<file path="config.mk">
export PLATFORM = sky130hd
export DESIGN_NAME = id_stage
export DESIGN_NICKNAME = d
export VERILOG_FILES = /design/src/rtl/id_stage.sv
export SDC_FILE = /design/constraint.sdc
export NUM_CORES = 2
export LEC_CHECK = 0
export CORE_MARGIN = 5
export CORE_UTILIZATION = 60
export DETAILED_ROUTE_END_ITERATION = 10
export GPL_ROUTABILITY_DRIVEN = 0
export GPL_TIMING_DRIVEN = 0
export PLACE_DENSITY_LB_ADDON = 0.1
export SYNTH_ARGS = -nofsm -noshare
export SYNTH_HDL_FRONTEND = slang
export SYNTH_SLANG_ARGS = --single-unit
</file>
<file path="constraint.sdc">
create_clock -name clk -period 2.2 [get_ports clk]
set_input_delay 0.22 -clock clk [delete_from_list [all_inputs] [get_ports clk]]
set_output_delay 0.22 -clock clk [all_outputs]
set_load 0.005 [all_outputs]
</file>
<file path="src/rtl/id_stage.sv">
// MIPS instruction decode stage: register file read, opcode/funct decode, ID/EX register.
// Optional ID_WB_BYPASS_EN: same-cycle writeback data replaces the register-file read.
module id_stage #(
    parameter int unsigned DATA_W = 32
) (
    input  logic              clk,
    input  logic              reset_n,
    input  logic              in_valid,
    output logic              in_ready,
    input  logic [31:0]       instr,
    input  logic              flush,
    output logic              out_valid,
    input  logic              out_ready,
    output logic [DATA_W-1:0] alu_a,
    output logic [DATA_W-1:0] alu_b,
    output logic [3:0]        alu_select,
    output logic [DATA_W-1:0] store_data,
    output logic [4:0]        dest_reg,
    output logic              reg_write,
    output logic              mem_read,
    output logic              mem_write,
    output logic              branch,
    output logic              illegal,
    input  logic              wb_en,
    input  logic [4:0]        wb_addr,
    input  logic [DATA_W-1:0] wb_data
);

    localparam logic [3:0] SelAdd = 4'b0000;
    localparam logic [3:0] SelSub = 4'b0001;
    localparam logic [3:0] SelAnd = 4'b0110;
    localparam logic [3:0] SelOr  = 4'b0111;
    localparam logic [3:0] SelLui = 4'b1100;

    localparam logic [5:0] OpRtype = 6'h00;
    localparam logic [5:0] OpBeq   = 6'h04;
    localparam logic [5:0] OpAddi  = 6'h08;
    localparam logic [5:0] OpAddiu = 6'h09;
    localparam logic [5:0] OpAndi  = 6'h0C;
    localparam logic [5:0] OpOri   = 6'h0D;
    localparam logic [5:0] OpLui   = 6'h0F;
    localparam logic [5:0] OpLw    = 6'h23;
    localparam logic [5:0] OpSw    = 6'h2B;

    typedef enum logic {StEmpty, StFull} state_e;

    // Instruction fields
    logic [5:0]  opcode;
    logic [4:0]  rs;
    logic [4:0]  rt;
    logic [4:0]  rd;
    logic [5:0]  funct;
    logic [15:0] imm;
    logic        unused_shamt;

    assign opcode       = instr[31:26];
    assign rs           = instr[25:21];
    assign rt           = instr[20:16];
    assign rd           = instr[15:11];
    assign funct        = instr[5:0];
    assign imm          = instr[15:0];
    assign unused_shamt = ^instr[10:6];

    // Register file; entry 0 is never written so it always reads zero.
    logic [DATA_W-1:0] rf_q [32];

    always_ff @(posedge clk or negedge reset_n) begin
        if (!reset_n) begin
            for (int i = 0; i < 32; i++) begin
                rf_q[i] <= '0;
            end
        end else if (wb_en && (wb_addr != 5'd0)) begin
            rf_q[wb_addr] <= wb_data;
        end
    end

    logic [DATA_W-1:0] rs_val;
    logic [DATA_W-1:0] rt_val;

    always_comb begin
        rs_val = rf_q[rs];
        rt_val = rf_q[rt];
`ifdef ID_WB_BYPASS_EN
        if (wb_en && (wb_addr != 5'd0) && (wb_addr == rs)) begin
            rs_val = wb_data;
        end
        if (wb_en && (wb_addr != 5'd0) && (wb_addr == rt)) begin
            rt_val = wb_data;
        end
`endif
    end

    // Decode
    logic              dec_legal;
    logic [3:0]        dec_sel;
    logic [DATA_W-1:0] dec_b;
    logic [4:0]        dec_dest;
    logic              dec_rw;
    logic              dec_mr;
    logic              dec_mw;
    logic              dec_br;
    logic [DATA_W-1:0] imm_sext;
    logic [DATA_W-1:0] imm_zext;
    logic [DATA_W-1:0] imm_high;

    assign imm_sext = {{(DATA_W-16){imm[15]}}, imm};
    assign imm_zext = {{(DATA_W-16){1'b0}}, imm};
    assign imm_high = {imm, {(DATA_W-16){1'b0}}};

    always_comb begin
        dec_legal = 1'b1;
        dec_sel   = SelAdd;
        dec_b     = imm_sext;
        dec_dest  = rt;
        dec_rw    = 1'b1;
        dec_mr    = 1'b0;
        dec_mw    = 1'b0;
        dec_br    = 1'b0;
        unique case (opcode)
            OpRtype: begin
                dec_b    = rt_val;
                dec_dest = rd;
                unique case (funct)
                    6'h20, 6'h21: dec_sel = SelAdd;
                    6'h22, 6'h23: dec_sel = SelSub;
                    6'h24:        dec_sel = SelAnd;
                    6'h25:        dec_sel = SelOr;
                    default:      dec_legal = 1'b0;
                endcase
            end
            OpAddi, OpAddiu: dec_sel = SelAdd;
            OpAndi: begin
                dec_sel = SelAnd;
                dec_b   = imm_zext;
            end
            OpOri: begin
                dec_sel = SelOr;
                dec_b   = imm_zext;
            end
            OpLui: begin
                dec_sel = SelLui;
                dec_b   = imm_high;
            end
            OpLw: dec_mr = 1'b1;
            OpSw: begin
                dec_mw = 1'b1;
                dec_rw = 1'b0;
            end
            OpBeq: begin
                dec_sel = SelSub;
                dec_b   = rt_val;
                dec_br  = 1'b1;
                dec_rw  = 1'b0;
            end
            default: dec_legal = 1'b0;
        endcase
        // Writes to $0 are architecturally discarded.
        if (dec_dest == 5'd0) begin
            dec_rw = 1'b0;
        end
    end

    // ID/EX pipeline register
    state_e state_q;
    logic   accept;

    assign out_valid = (state_q == StFull);
    assign in_ready  = !out_valid || out_ready;
    assign accept    = in_valid && in_ready;

    always_ff @(posedge clk or negedge reset_n) begin
        if (!reset_n) begin
            state_q    <= StEmpty;
            alu_a      <= '0;
            alu_b      <= '0;
            alu_select <= '0;
            store_data <= '0;
            dest_reg   <= '0;
            reg_write  <= 1'b0;
            mem_read   <= 1'b0;
            mem_write  <= 1'b0;
            branch     <= 1'b0;
            illegal    <= 1'b0;
        end else begin
            illegal <= 1'b0;
            if (flush) begin
                state_q <= StEmpty;
            end else if (accept && dec_legal) begin
                state_q    <= StFull;
                alu_a      <= rs_val;
                alu_b      <= dec_b;
                alu_select <= dec_sel;
                store_data <= rt_val;
                dest_reg   <= dec_dest;
                reg_write  <= dec_rw;
                mem_read   <= dec_mr;
                mem_write  <= dec_mw;
                branch     <= dec_br;
            end else if (accept) begin
                // Illegal instruction becomes a bubble; any held entry was consumed.
                state_q <= StEmpty;
                illegal <= 1'b1;
            end else if (out_ready) begin
                state_q <= StEmpty;
            end
        end
    end

endmodule

</file>
After elaboration in Yosys (flattened, before gate mapping)
Cells that the tools add are included.
Cells by class
  multipliers: 0
  equality and inequality tests: 14
  div/mod/pow operators: 0
  add/sub/neg operators: 0
  bitwise logic cells: 4
  reductions and logical operators: 17
  shift operators: 0
  $lt $le $gt $ge: 4
  muxes and demuxes: 27
Operator list (number)
  1024-bit bitwise mux: 1
  32-bit binary-select mux with 5-bit select: 2
  32-bit demux with 5-bit select: 1
  32-bit two-way mux: 5
  32-bit one-hot mux with 3 select lines: 1
  6-bit equality test, second input constant: 8
  6-bit by 4-bit equality test with 1-bit output, second input constant: 5
  4-bit one-hot mux with 5 select lines: 1
  6-bit greater-or-equal comparator, second input constant: 3
  5-bit inverter with 6-bit output: 3
  1-bit two-way mux: 13
  3-bit one-hot mux with 3 select lines: 1
  2-bit OR reduction: 4
  8-bit OR reduction: 1
  6-bit by 3-bit equality test with 1-bit output, second input constant: 1
  6-bit logical NOT: 1
  6-bit by 1-bit < comparator with 1-bit output, second input constant: 1
  6-bit OR reduction: 1
  5-bit logical NOT: 1
  5-bit two-way mux: 1
  5-bit nonzero test: 1
  1-bit logical AND: 4
  4-bit nonzero test: 1
  1-bit one-hot mux with 2 select lines: 1
  4 further kinds: 4
Storage, ports and cells
  latch bits: 0
  output and inout bits: 112
  bits in writable memories: 0
  memories kept: 0
  register bits after elaboration: 1135
  ROM bits: 0

Depth between registers and ports, before layout
  word-level depth: 7
  mapped depth: 10
  gate-level depth less buffers: 6

Least setup slack after synthesis
No wires, ideal clock.
  path type: input port to flip-flop
  start point: input port instr[21]
  end point: register alu_a[23]
  arrival: 1.901 ns
  stages on the path: 7
  data required time: 2.073 ns
  path buffers: 3
  setup slack: 0.171 ns
  library setup time: 0.127 ns
  path through: clkbuf_1 > buf_2 > buf_2 > mux4_2 > o22ai_1 > nor4_1 > mux2_1
Between the ends
  cells in the longest elaborated chain, start to end: 4
Ends and longest elaborated chain
  start: declaration: line 10  | input logic [31:0] instr,
  5-bit inverter with 6-bit output (not written as such): line 81  | rs_val = rf_q[rs];
  32-bit binary-select mux with 5-bit select: line 81
  32-bit two-way mux (not written as such) (2 in a row): line 81
  end signal: assignment: line 190  | alu_a <= rs_val;
  end: declaration: line 14  | output logic [DATA_W-1:0] alu_a,
No other way between the ends. The select of a mux whose other input is x is not followed.
A chain may end at the register's enable or synchronous reset.

Worst setup path after layout
  start point: input port instr[22]
  end point: register alu_a[21]
Same word-level chain as after synthesis.

==> flow_metrics.tcl <==
set metrics [dict create \
    status "complete, but fails checks" \
    violations "negative hold slack, negative setup slack" \
    finalPower_mw 63.3 \
    grt_usage_pct 38.2 \
    regMostFlops "rf_q" \
    ys_warn_count 0 \
    grt_pass1_vias 42300 \
    die_area_um2 104000 \
    cpLargestDelayFamily "buffers and inverters" \
    dr_wl_met3_mm 28.2 \
    drv_slew 0 \
    drtAntennaViolNets 0 \
    grt_pass1_wl_mm 291 \
    netlist_area_um2 58500 \
    crit_buf_inv 2 \
    layout.nets 4748 \
    synthTopCellsByCount "dfrtp_1, mux2_2, mux2i_1" \
    critPathSlowestCell "clkdlybuf4s15_1" \
    ioPinCount 187 \
    tightest_slew_ps 1170 \
    finalHoldViolations 137 \
    coreArea_um2 96700 \
    powerDensity_nw_per_um2 937 \
    top_layer_used "met5" \
    yosysUniqueCellTypes 53 \
    dp.cells 5812 \
    ys_seq_area_share_pct 48.5 \
    holdWs_ps -238 \
    synth_most_common_cell "dfrtp_1" \
    dr.first_iter.drc_count 5699 \
    cts_tree "done" \
    yosysTopAreaCell "dfrtp_1" \
    path_cells "clkdlybuf4s15_1 > clkdlybuf4s15_2 > mux4_2 > o22ai_1 > nor4_2 > mux2_1" \
    rsz0062_at_grt "true" \
    final_cells 6052 \
    num_rows 114 \
    start_util_pct 60.5 \
    dp.final_hpwl_mm 149 \
    dr_wl_met2_mm 86.1 \
    multi_input_area_um2 29000 \
    crit_arrival_ps 2920 \
    cts_sinks 1135 \
    cp_data_required_time_ps 2800 \
    clock_skew_ps 25.7 \
    slew_headroom_pct 21.9 \
    fin_crit_sh_pct 106 \
    grt_max_degree 177 \
    largest_reg_flops 1024 \
    cts_buffers 118 \
    insertion_delay_ps 720 \
    dieWidth_um 322 \
    port-buffer-count 179 \
    path_clk_slew_ps 60 \
    path_class "input pin to register" \
    setup_slack_ps -122 \
    drc 0 \
    synthArstFlopShare_pct 100 \
    drtPass1Iterations 6 \
    critPathCaptureType "register" \
    fmax_mhz 431 \
    final_util_pct 69.9 \
    synth_nets 4425 \
    place_worst_setup_slack_ps -2490 \
    period_minus_slack_ps 2320 \
    synthCells 4350 \
    root_buffer "clkbuf_16" \
    ys_seq_elements 1135 \
    vias 42800 \
    viasPerCell 7.07 \
    grt_overflow_total 0 \
    finalSetupViolCount 109 \
    synth_edf_count 0 \
    leakage_nw 30.2 \
    die_y_um 322 \
    max-vdd-ir-drop_v 0.000622 \
    n_fill_cell 6842 \
    wl_met1_mm 80.3 \
    ys.flop_type "dfrtp_1" \
    tns_ps -3080 \
    cp_max_fo 10 \
    antenna_found_initial 9 \
    cts-htree-levels 3 \
    cts_buffer_depth 3 \
    post_synth.cell_area_avg_um2 13.5 \
    synth.area.top_cells "dfrtp_1, mux2_2, mux4_2, mux2i_1, a22oi_1" \
    holdBufCountCts 13 \
    register_area_um2 28400 \
    drive_above_1_share_pct 38.5 \
    cp-start-kind "input pin" \
    drv_cap 0 \
    slowest_delay_ps 700 \
    wl_per_cell_um 33.3 \
    hold_class "input pin to async pin" \
    wl_mm 201 \
    yosys.area.top_type_share_pct 48.5 \
    syn2layout_area_growth_pct 15.5 \
]
==> worst paths after layout <==
check	startpoint	endpoint	slack, ps	cells after the start
setup / recovery	instr[22]	alu_a[21]	-120	6
hold / removal	reset_n	rf_q[890]	-240	4
setup reg to reg	out_valid	alu_a[5]	30	5
hold reg to reg	rf_q[1003]	rf_q[1003]	480	1
max in group asynchronous	reset_n	rf_q[483]	410	6
min in group clk	instr[26]	mem_read	50	3
==> layer usage <==
| metal | up-vias | track usage, % |
|---|---|---|
| met2 | 2693 | 54.3 |
| li1 | 17200 | - |
| met1 | 22500 | 53.9 |
| met3 | 440 | 15.6 |
| met4 | 2 | 12.8 |
| met5 | - | 0 |
==> where the power goes <==
part | internal (mW) | switching, mW
clock network | 12.2 | 8.72
registers | 25.1 | 3.20
logic | 7.56 | 6.59
total | 44.8 | 18.5
==> placed cells by master, fill, tap and decap left out, drive strengths merged, types with 4 or more instances in the layout <==
| cell | synthesis | final |
|---|---|---|
| dfrtp | 1135 | 1135 |
| mux2 | 1025 | 1025 |
| mux2i | 518 | 518 |
| clkbuf | 274 | 465 |
| mux4 | 256 | 256 |
| a22oi | 256 | 256 |
| o22ai | 192 | 192 |
| buf | 195 | 192 |
| clkdlybuf4s50 | 0 | 172 |
| nand2 | 168 | 168 |
| o21ai | 119 | 119 |
| nor2 | 57 | 57 |
| nor4 | 34 | 34 |
| clkinv | 0 | 26 |
| a21oi | 18 | 18 |
| nand4 | 17 | 17 |
| a41oi | 16 | 16 |
| o211ai | 16 | 16 |
| nand3b | 9 | 9 |
| dlygate4sd3 | 0 | 9 |
| bufinv | 0 | 8 |
| nand3 | 6 | 6 |
| nand2b | 5 | 5 |
| clkinvlp | 0 | 5 |
| dlymetal6s2s | 0 | 5 |
| clkdlybuf4s15 | 0 | 5 |
| inv | 0 | 4 |
| nor3 | 4 | 4 |
| nor3b | 4 | 4 |
==> worst min-delay path, stage by stage <==
cell and delay [ps]:
buf_16 80, buf_16 90, buf_16 110, buf_16 450
==> layout make-up <==
type,instances,area share (%)
multi-input cells,2746,42.8
flip-flops and latches,1135,42.0
clock buffers,177,5.34
plain buffers,468,3.43
repair buffers,204,3.38
well taps,1276,2.36
clock inverters,43,0.655
diodes,3,0.0111
==> per-stage QoR <==
| step | cell area, µm² | hold slack [ps] |
|---|---|---|
| 2_1_floorplan | 58500 | -75.6 |
| 3_3_place_gp | 61900 | 459 |
| 3_5_place_dp | 62100 | 119 |
| 4_1_cts | 67200 | -204 |
| 5_1_grt | 67600 | -174 |
| 6_report | 67600 | -238 |
==> kinds of logic (layout without fill, tap and decap cells) <==
group | Yosys count | count (layout) | synth area share, %
and+or+nand+nor | 320 | 320 | 2.60
buffers and inverters | 469 | 892 | 3.33
other | 0 | 3 | 0
xor gates and xnor gates | 1 | 1 | 0.0150
DFF | 1135 | 1135 | 48.5
muxes | 1799 | 1799 | 38.4
AOI/OAI and AO/OA | 626 | 626 | 7.13
==> timing repair <==
action / in CTS / in global routing
resized for setup: 231 / 153
setup endpoints to repair: 450 / 394
gates cloned: 0 / 2
endpoints found under the hold margin: 337 / 137
pin swaps: 1 / 3
buffers inserted: 2 / 1
(Power assumes the default switching activity.)
